File: src/rtl/magnitude_pkg.sv
// magnitude_pkg: width helpers and pipeline constants shared by the magnitude_avg slice.
`default_nettype none

package magnitude_pkg;

  localparam int MAG_PIPE_LAT = 3;

  function automatic int acc_width(input int data_size, input int acc_log2_max);
    return 2 * data_size + acc_log2_max;
  endfunction

  function automatic int k_width(input int acc_log2_max);
    return $clog2(acc_log2_max + 1);
  endfunction

endpackage

`default_nettype wire

File: src/rtl/magnitude_sq.sv
// magnitude_sq: two-stage I*I + Q*Q with en/sof/eof carried alongside the data.
`default_nettype none

module magnitude_sq
  import magnitude_pkg::*;
#(
  parameter int DATA_SIZE = 16
) (
  input  logic                   clk,
  input  logic                   rst_n,
  input  logic [DATA_SIZE-1:0]   smp_i,
  input  logic [DATA_SIZE-1:0]   smp_q,
  input  logic                   smp_en,
  input  logic                   smp_sof,
  input  logic                   smp_eof,
  output logic [2*DATA_SIZE-1:0] mag,
  output logic                   mag_en,
  output logic                   mag_sof,
  output logic                   mag_eof
);

  localparam int PW = 2 * DATA_SIZE;

  logic signed [PW-1:0] ext_i;
  logic signed [PW-1:0] ext_q;
  logic signed [PW-1:0] sq_i;
  logic signed [PW-1:0] sq_q;
  logic                 s1_en;
  logic                 s1_sof;
  logic                 s1_eof;

  // Sign-extend before multiplying so the full-width product is exact.
  assign ext_i = {{DATA_SIZE{smp_i[DATA_SIZE-1]}}, smp_i};
  assign ext_q = {{DATA_SIZE{smp_q[DATA_SIZE-1]}}, smp_q};

  always_ff @(posedge clk or negedge rst_n) begin
    if (!rst_n) begin
      sq_i    <= '0;
      sq_q    <= '0;
      s1_en   <= 1'b0;
      s1_sof  <= 1'b0;
      s1_eof  <= 1'b0;
      mag     <= '0;
      mag_en  <= 1'b0;
      mag_sof <= 1'b0;
      mag_eof <= 1'b0;
    end else begin
      sq_i    <= ext_i * ext_i;
      sq_q    <= ext_q * ext_q;
      s1_en   <= smp_en;
      s1_sof  <= smp_sof;
      s1_eof  <= smp_eof;
      // Each square is at most 2^(2N-2), so the unsigned sum cannot wrap.
      mag     <= $unsigned(sq_i) + $unsigned(sq_q);
      mag_en  <= s1_en;
      mag_sof <= s1_sof;
      mag_eof <= s1_eof;
    end
  end

endmodule

`default_nettype wire

File: src/rtl/magnitude_avg.sv
// magnitude_avg: I^2+Q^2 followed by a 2^k integrate-and-dump average, k chosen at run time.
// Define MAGNITUDE_AVG_ROUND_EN for round-half-up on the dump; otherwise the result is truncated.
`default_nettype none

module magnitude_avg
  import magnitude_pkg::*;
#(
  parameter int DATA_SIZE    = 16,
  parameter int ACC_LOG2_MAX = 8
) (
  input  logic                                data_clk_i,
  input  logic                                data_rst_i,
  input  logic [DATA_SIZE-1:0]                data_i_i,
  input  logic [DATA_SIZE-1:0]                data_q_i,
  input  logic                                data_en_i,
  input  logic                                data_sof_i,
  input  logic                                data_eof_i,
  input  logic [k_width(ACC_LOG2_MAX)-1:0]    acc_log2_i,
  output logic [2*DATA_SIZE-1:0]              data_o,
  output logic                                data_en_o,
  output logic                                data_sof_o,
  output logic                                data_eof_o,
  output logic                                data_rst_o,
  output logic                                data_clk_o
);

  localparam int DW    = 2 * DATA_SIZE;
  localparam int ACC_W = acc_width(DATA_SIZE, ACC_LOG2_MAX);
  localparam int KW    = k_width(ACC_LOG2_MAX);
  localparam int CNT_W = ACC_LOG2_MAX + 1;
`ifdef MAGNITUDE_AVG_ROUND_EN
  localparam int SUM_W = ACC_W + 1;
`else
  localparam int SUM_W = ACC_W;
`endif

  logic [DW-1:0]    mag;
  logic             mag_en;
  logic             mag_sof;
  logic             mag_eof;

  logic [ACC_W-1:0] acc;
  logic [CNT_W-1:0] cnt;
  logic [KW-1:0]    k_lat;
  logic             win_open;
  logic             sof_flag;
  logic             eof_flag;

  logic [KW-1:0]    k_new;
  logic [KW-1:0]    k_eff;
  logic             fresh;
  logic [CNT_W-1:0] cnt_eff;
  logic [ACC_W-1:0] acc_eff;
  logic [CNT_W-1:0] last_cnt;
  logic             dump;
  logic             sof_eff;
  logic             eof_eff;
  logic [SUM_W-1:0] base;
  logic [DW-1:0]    avg;

  assign data_rst_o = data_rst_i;
  assign data_clk_o = data_clk_i;

  magnitude_sq #(.DATA_SIZE(DATA_SIZE)) u_sq (
    .clk     (data_clk_i),
    .rst_n   (data_rst_i),
    .smp_i   (data_i_i),
    .smp_q   (data_q_i),
    .smp_en  (data_en_i),
    .smp_sof (data_sof_i),
    .smp_eof (data_eof_i),
    .mag     (mag),
    .mag_en  (mag_en),
    .mag_sof (mag_sof),
    .mag_eof (mag_eof)
  );

  // A sample opens a new window when none is open or when it carries sof;
  // the partial window is then dropped and k is taken fresh from the port.
  always_comb begin
    k_new    = (acc_log2_i > KW'(ACC_LOG2_MAX)) ? KW'(ACC_LOG2_MAX) : acc_log2_i;
    fresh    = mag_sof | ~win_open;
    k_eff    = fresh ? k_new : k_lat;
    cnt_eff  = fresh ? '0 : cnt;
    acc_eff  = fresh ? '0 : acc;
    sof_eff  = mag_sof | (~fresh & sof_flag);
    eof_eff  = mag_eof | (~fresh & eof_flag);
    last_cnt = (CNT_W'(1) << k_eff) - CNT_W'(1);
    dump     = (cnt_eff == last_cnt);
    base     = SUM_W'(acc_eff) + SUM_W'(mag);
`ifdef MAGNITUDE_AVG_ROUND_EN
    avg      = DW'((base + ((k_eff == '0) ? '0 : (SUM_W'(1) << (k_eff - KW'(1))))) >> k_eff);
`else
    avg      = DW'(base >> k_eff);
`endif
  end

  always_ff @(posedge data_clk_i or negedge data_rst_i) begin
    if (!data_rst_i) begin
      acc        <= '0;
      cnt        <= '0;
      k_lat      <= '0;
      win_open   <= 1'b0;
      sof_flag   <= 1'b0;
      eof_flag   <= 1'b0;
      data_o     <= '0;
      data_en_o  <= 1'b0;
      data_sof_o <= 1'b0;
      data_eof_o <= 1'b0;
    end else begin
      data_en_o  <= 1'b0;
      data_sof_o <= 1'b0;
      data_eof_o <= 1'b0;
      if (mag_en) begin
        if (dump) begin
          data_o     <= avg;
          data_en_o  <= 1'b1;
          data_sof_o <= sof_eff;
          data_eof_o <= eof_eff;
          win_open   <= 1'b0;
          acc        <= '0;
          cnt        <= '0;
          sof_flag   <= 1'b0;
          eof_flag   <= 1'b0;
        end else begin
          win_open   <= 1'b1;
          k_lat      <= k_eff;
          acc        <= base[ACC_W-1:0];
          cnt        <= cnt_eff + CNT_W'(1);
          sof_flag   <= sof_eff;
          eof_flag   <= eof_eff;
        end
      end
    end
  end

endmodule

`default_nettype wire

File: config.mk
export PLATFORM = sky130hd
export DESIGN_NAME = magnitude_avg
export DESIGN_NICKNAME = d
export VERILOG_FILES = /design/src/rtl/magnitude_pkg.sv /design/src/rtl/magnitude_sq.sv /design/src/rtl/magnitude_avg.sv
export SDC_FILE = /design/constraint.sdc
export NUM_CORES = 2
export LEC_CHECK = 0
export CAP_MARGIN = 10
export CORE_ASPECT_RATIO = 0.5
export CORE_MARGIN = 5
export CORE_UTILIZATION = 65
export CTS_CLUSTER_DIAMETER = 200
export DETAILED_ROUTE_END_ITERATION = 6
export GPL_ROUTABILITY_DRIVEN = 0
export GPL_TIMING_DRIVEN = 0
export PLACE_DENSITY = 0.94
export SYNTH_ARGS = -nofsm -noshare
export SYNTH_HDL_FRONTEND = slang
export SYNTH_SLANG_ARGS = --single-unit
File: constraint.sdc
create_clock -name data_clk_i -period 5.92 [get_ports data_clk_i]
set_input_delay 0.888 -clock data_clk_i [delete_from_list [all_inputs] [get_ports data_clk_i]]
set_output_delay 0.888 -clock data_clk_i [all_outputs]
set_load 0.01 [all_outputs]
==> results of run 1 <==
## routing by layer
metal | overflow | GRT usage (%)
met2 | 15 | 80.4
met1 | 7 | 67.3
met3 | 1 | 64.5
met4 | 13 | 61.7
met5 | 1 | 50.7
## metrics by stage
step / instance area, um^2 / std cells / setup WS (ps) / hold WS [ps] / setup TNS, ps
2_1_floorplan: 30900 / 3350 / -614 / 331 / -3280
3_3_place_gp: 32500 / 4064 / -3790 / 335 / -761660
3_5_place_dp: 32500 / 4065 / -2000 / 337 / -53860
4_1_cts: 34600 / 4175 / -414 / 259 / -2980
## timing repair
item                                    in CTS
hold buffers                                 0
endpoints found under the setup margin      70
endpoints found under the hold margin        0
gates resized for setup                    365
gates cloned                                 3
pin swaps                                   83
buffers inserted                            74
## cells by family after synthesis
kind of cell	Yosys count	synth area share, %
and+or+nand+nor	851	13.6
muxes	41	1.41
adders and majority gates	712	40.8
DFF	191	15.7
buffers and inverters	802	10.1
xor gates and xnor gates	134	3.87
AOI/OAI and AO/OA	619	14.7
==> reports/metrics.yaml, run 1 <==
logic_synthesis:
  ys_top_cells_by_count: "inv_1, fa_1, nand2_1"
  synth_top_cell_area_share_pct: 30.8
  async_reset_ff_share_pct: 100
  yosysWarnings: 0
  synth_top_area_cell: "fa_1"
  synth_area_leaders: "fa_1, dfrtp_1, ha_1"
  synth_cell_types: 103
  yosysMostFrequentCell: "inv_1"
  ys_seq_area_share_pct: 15.7
  synth_cells: 3350
  synth_area_um2: 30500
  synth_area_per_cell_um2: 9.10
  synth_nets: 4103
  ys_seq_elements: 191
  synth_edf_count: 0
  synth_ff_type: "dfrtp_1"
floorplanning:
  die_h_um: 163
  io_pins: 78
  rows: 56
  initial_core_util_pct: 65.5
  die_w_um: 316
run_status:
  outcome: "aborted with a tool error"
  tool.error: "[ERROR GRT-0232] Routing congestion too high. Check the congestion heatmap in the GUI."
  failed_stage: "global routing (5_1_grt)"
sta:
  grt-worst-endpoint: "u_sq.sq_q[31]$_DFF_PN0_/D"
  worst-ep-kind: "register data pin"
global_routing:
  gr-total-overflow: 37
  grt_max_degree: 124
  antenna_found_initial: 23
  grt_usage_pct: 69.1
place:
  place.port_buffers: 76
  hpwlAfterDp_mm: 69.4
==> run 2, diff against run 1 <==
CORE_ASPECT_RATIO = unset   (was 0.5)
CORE_UTILIZATION = 40   (was 65)
CTS_CLUSTER_DIAMETER = unset   (was 200)
PLACE_DENSITY = unset   (was 0.94)
PLACE_DENSITY_LB_ADDON = 0.15   (was unset)
==> reports/metrics.yaml, run 2 <==
setup_path:
  critPathRequiredTime_ps: 6430
  reg2reg_depth: 19
  cp-end-kind: "register"
  crit_type: "input port to register"
  critical_path_arrival_ps: 6740
  r2r_setup_slack_ps: 370
  path_max_fanout: 6
  cp-start-kind: "input port"
logic_synthesis:
  synth_area_leaders: "fa_1, dfrtp_1, ha_1"
  yosysMostFrequentCell: "inv_1"
  synth_top_cell_area_share_pct: 30.8
  synth_edf_count: 0
  synth_cell_types: 103
  synth_area_per_cell_um2: 9.10
  synth_nets: 4103
  synth_ff_type: "dfrtp_1"
  async_reset_ff_share_pct: 100
  synth_cells: 3350
  yosysWarnings: 0
  ys_seq_elements: 191
  ys_top_cells_by_count: "inv_1, fa_1, nand2_1"
  ys_seq_area_share_pct: 15.7
  synth_top_area_cell: "fa_1"
  synth_area_um2: 30500
floorplanning:
  rows: 101
  core_um2: 75800
  die_h_um: 286
  initial_core_util_pct: 40.2
  die-area_um2: 81900
  io_pins: 78
  die_w_um: 286
final_layout:
  syn_to_final_growth_pct: 16.0
  nets: 4294
  drive_above_1_share_pct: 13.6
  top_regs: "acc x40, data_o x32, u_sq.mag x32"
  final_cell_mix: "inv_1, fa_1, nand2_1"
  final_common_cell: "inv_1"
  top_register: "acc"
  n_fill_cell: 7426
  largest_reg_flops: 40
place:
  place.port_buffers: 76
  hpwlAfterDp_mm: 69.0
global_routing:
  grt_max_degree: 104
  antenna_found_initial: 1
  grt_pass1_wl_mm: 137
  grt_pass1_vias: 24800
  grt_usage_pct: 21.0
  gr-total-overflow: 0
run_status:
  outcome: "complete, but fails checks"
  violations: "negative setup slack"
drt:
  drc: 0
  vias: 23800
  avgViaCountPerCell: 5.25
  drt_iter0_markers: 1353
  routedWlPerCell_um: 18.7
  routed_wirelength_mm: 84.6
  postRouteAntennaNets: 0
  drtPass1Iterations: 5
sta:
  rsz0062_at_grt: "true"
  fin_crit_ps: 6230
  setup_violations: 6
  timing.final.crit_share_pct: 105
  finClkSkew_ps: 22.7
  max_freq_mhz: 161
  worst_slack_ps: -307
  drv_slew: 0
  tightest_slew_ps: 904
  finalHoldViolations: 0
  hold_ws_ps: 274
  max_slew_margin_pct: 39.7
cts:
  worstSkewPairLatency_ps: 600
  clk_pin_slew_worst_paths_ps: 90
  cts_tree: "done"
worst_hold_path:
  hold_class: "input port to asynchronous set/reset pin"
flow_run:
  max_cap_viol_count: 0
[run 2: cell counts after synthesis]
Identical to the previous run, type by type.
[run 2: layout make-up]
class                      instances  area, um^2  share of cell area [%]
clock inverter                    13         123                   0.346
inverter                         664        2500                    7.06
multi-input combinational       2357       23400                    66.2
sequential                       191        4780                    13.5
tap                              978        1220                    3.46
timing repair buffer             171        1570                    4.44
antenna                            1        2.50                 0.00707
buffer                           135        1230                    3.47
clock buffer                      23         538                    1.52
[run 2: worst max-delay path, cell delays in order]
cell      delay, ps
buf_8           100
buf_8           130
and2_4          140
fa_1            510
inv_2            50
fa_1            450
fa_1            530
inv_2            40
fa_1            480
fa_1            530
inv_2            40
fa_1            510
inv_2            50
ha_4            230
a21o_1          150
a21o_1          160
a21o_1          170
nand3_2          90
o311ai_4        100
o41a_1          390
buf_6           150
a2111o_1        390
a21o_1          180
a21oi_2         120
xnor2_1         130
[run 2: layer usage]
metal / GRT usage [%] / part of all wire (%) / vias up
met5: 0 / 0 / -
met4: 6.23 / 3.0 / 0
met3: 2.10 / 3.4 / 99
met2: 36.7 / 50 / 472
met1: 27.9 / 44 / 12000
li1: - / - / 11300
[run 2: cells by family (layout without fill, tap and decap cells)]
kind of cell               count (synthesis)  after routing  share of synthesized area (%)
muxes                                     41             41                           1.41
adders and majority gates                712            712                           40.8
DFF                                      191            191                           15.7
buffers and inverters                    802           1006                           10.1
xor gates and xnor gates                 134            134                           3.87
AOI/OAI and AO/OA                        619            619                           14.7
and+or+nand+nor                          851            851                           13.6
other                                      0              1                              0
[run 2: metrics by stage]
stage	setup TNS [ps]	std cells	setup WS, ps	utilization (%)	cell area [um^2]
floorplan	-3280	3350	-614	-	30900
global route	-2700	4532	-522	46.7	35400
global placement	-944020	4404	-4560	43.4	32900
finish	-759	4533	-307	46.7	35400
detailed placement	-74090	4405	-2020	43.4	32900
CTS	-1530	4493	-308	45.7	34700
[run 2: final timing paths]
path | from | endpoint
max | data_q_i[4] | u_sq.sq_q[31]
min | data_rst_i | cnt[8]
max reg2reg | win_open | data_o[28]
min reg2reg | u_sq.s1_eof | u_sq.mag_eof
max in group asynchronous | data_rst_i | u_sq.sq_i[14]
min in group data_clk_i | u_sq.s1_eof | u_sq.mag_eof
[run 2: what timing repair did]
item	in CTS	in global routing
pin swaps	77	93
gates resized for setup	313	142
setup buffers	54	41
hold buffers	0	0
setup endpoints to repair	73	50
Power of run 2 is left out: the tool's default activity adds up to more than one toggle a clock period on the data nets, which glitch-free logic cannot reach.
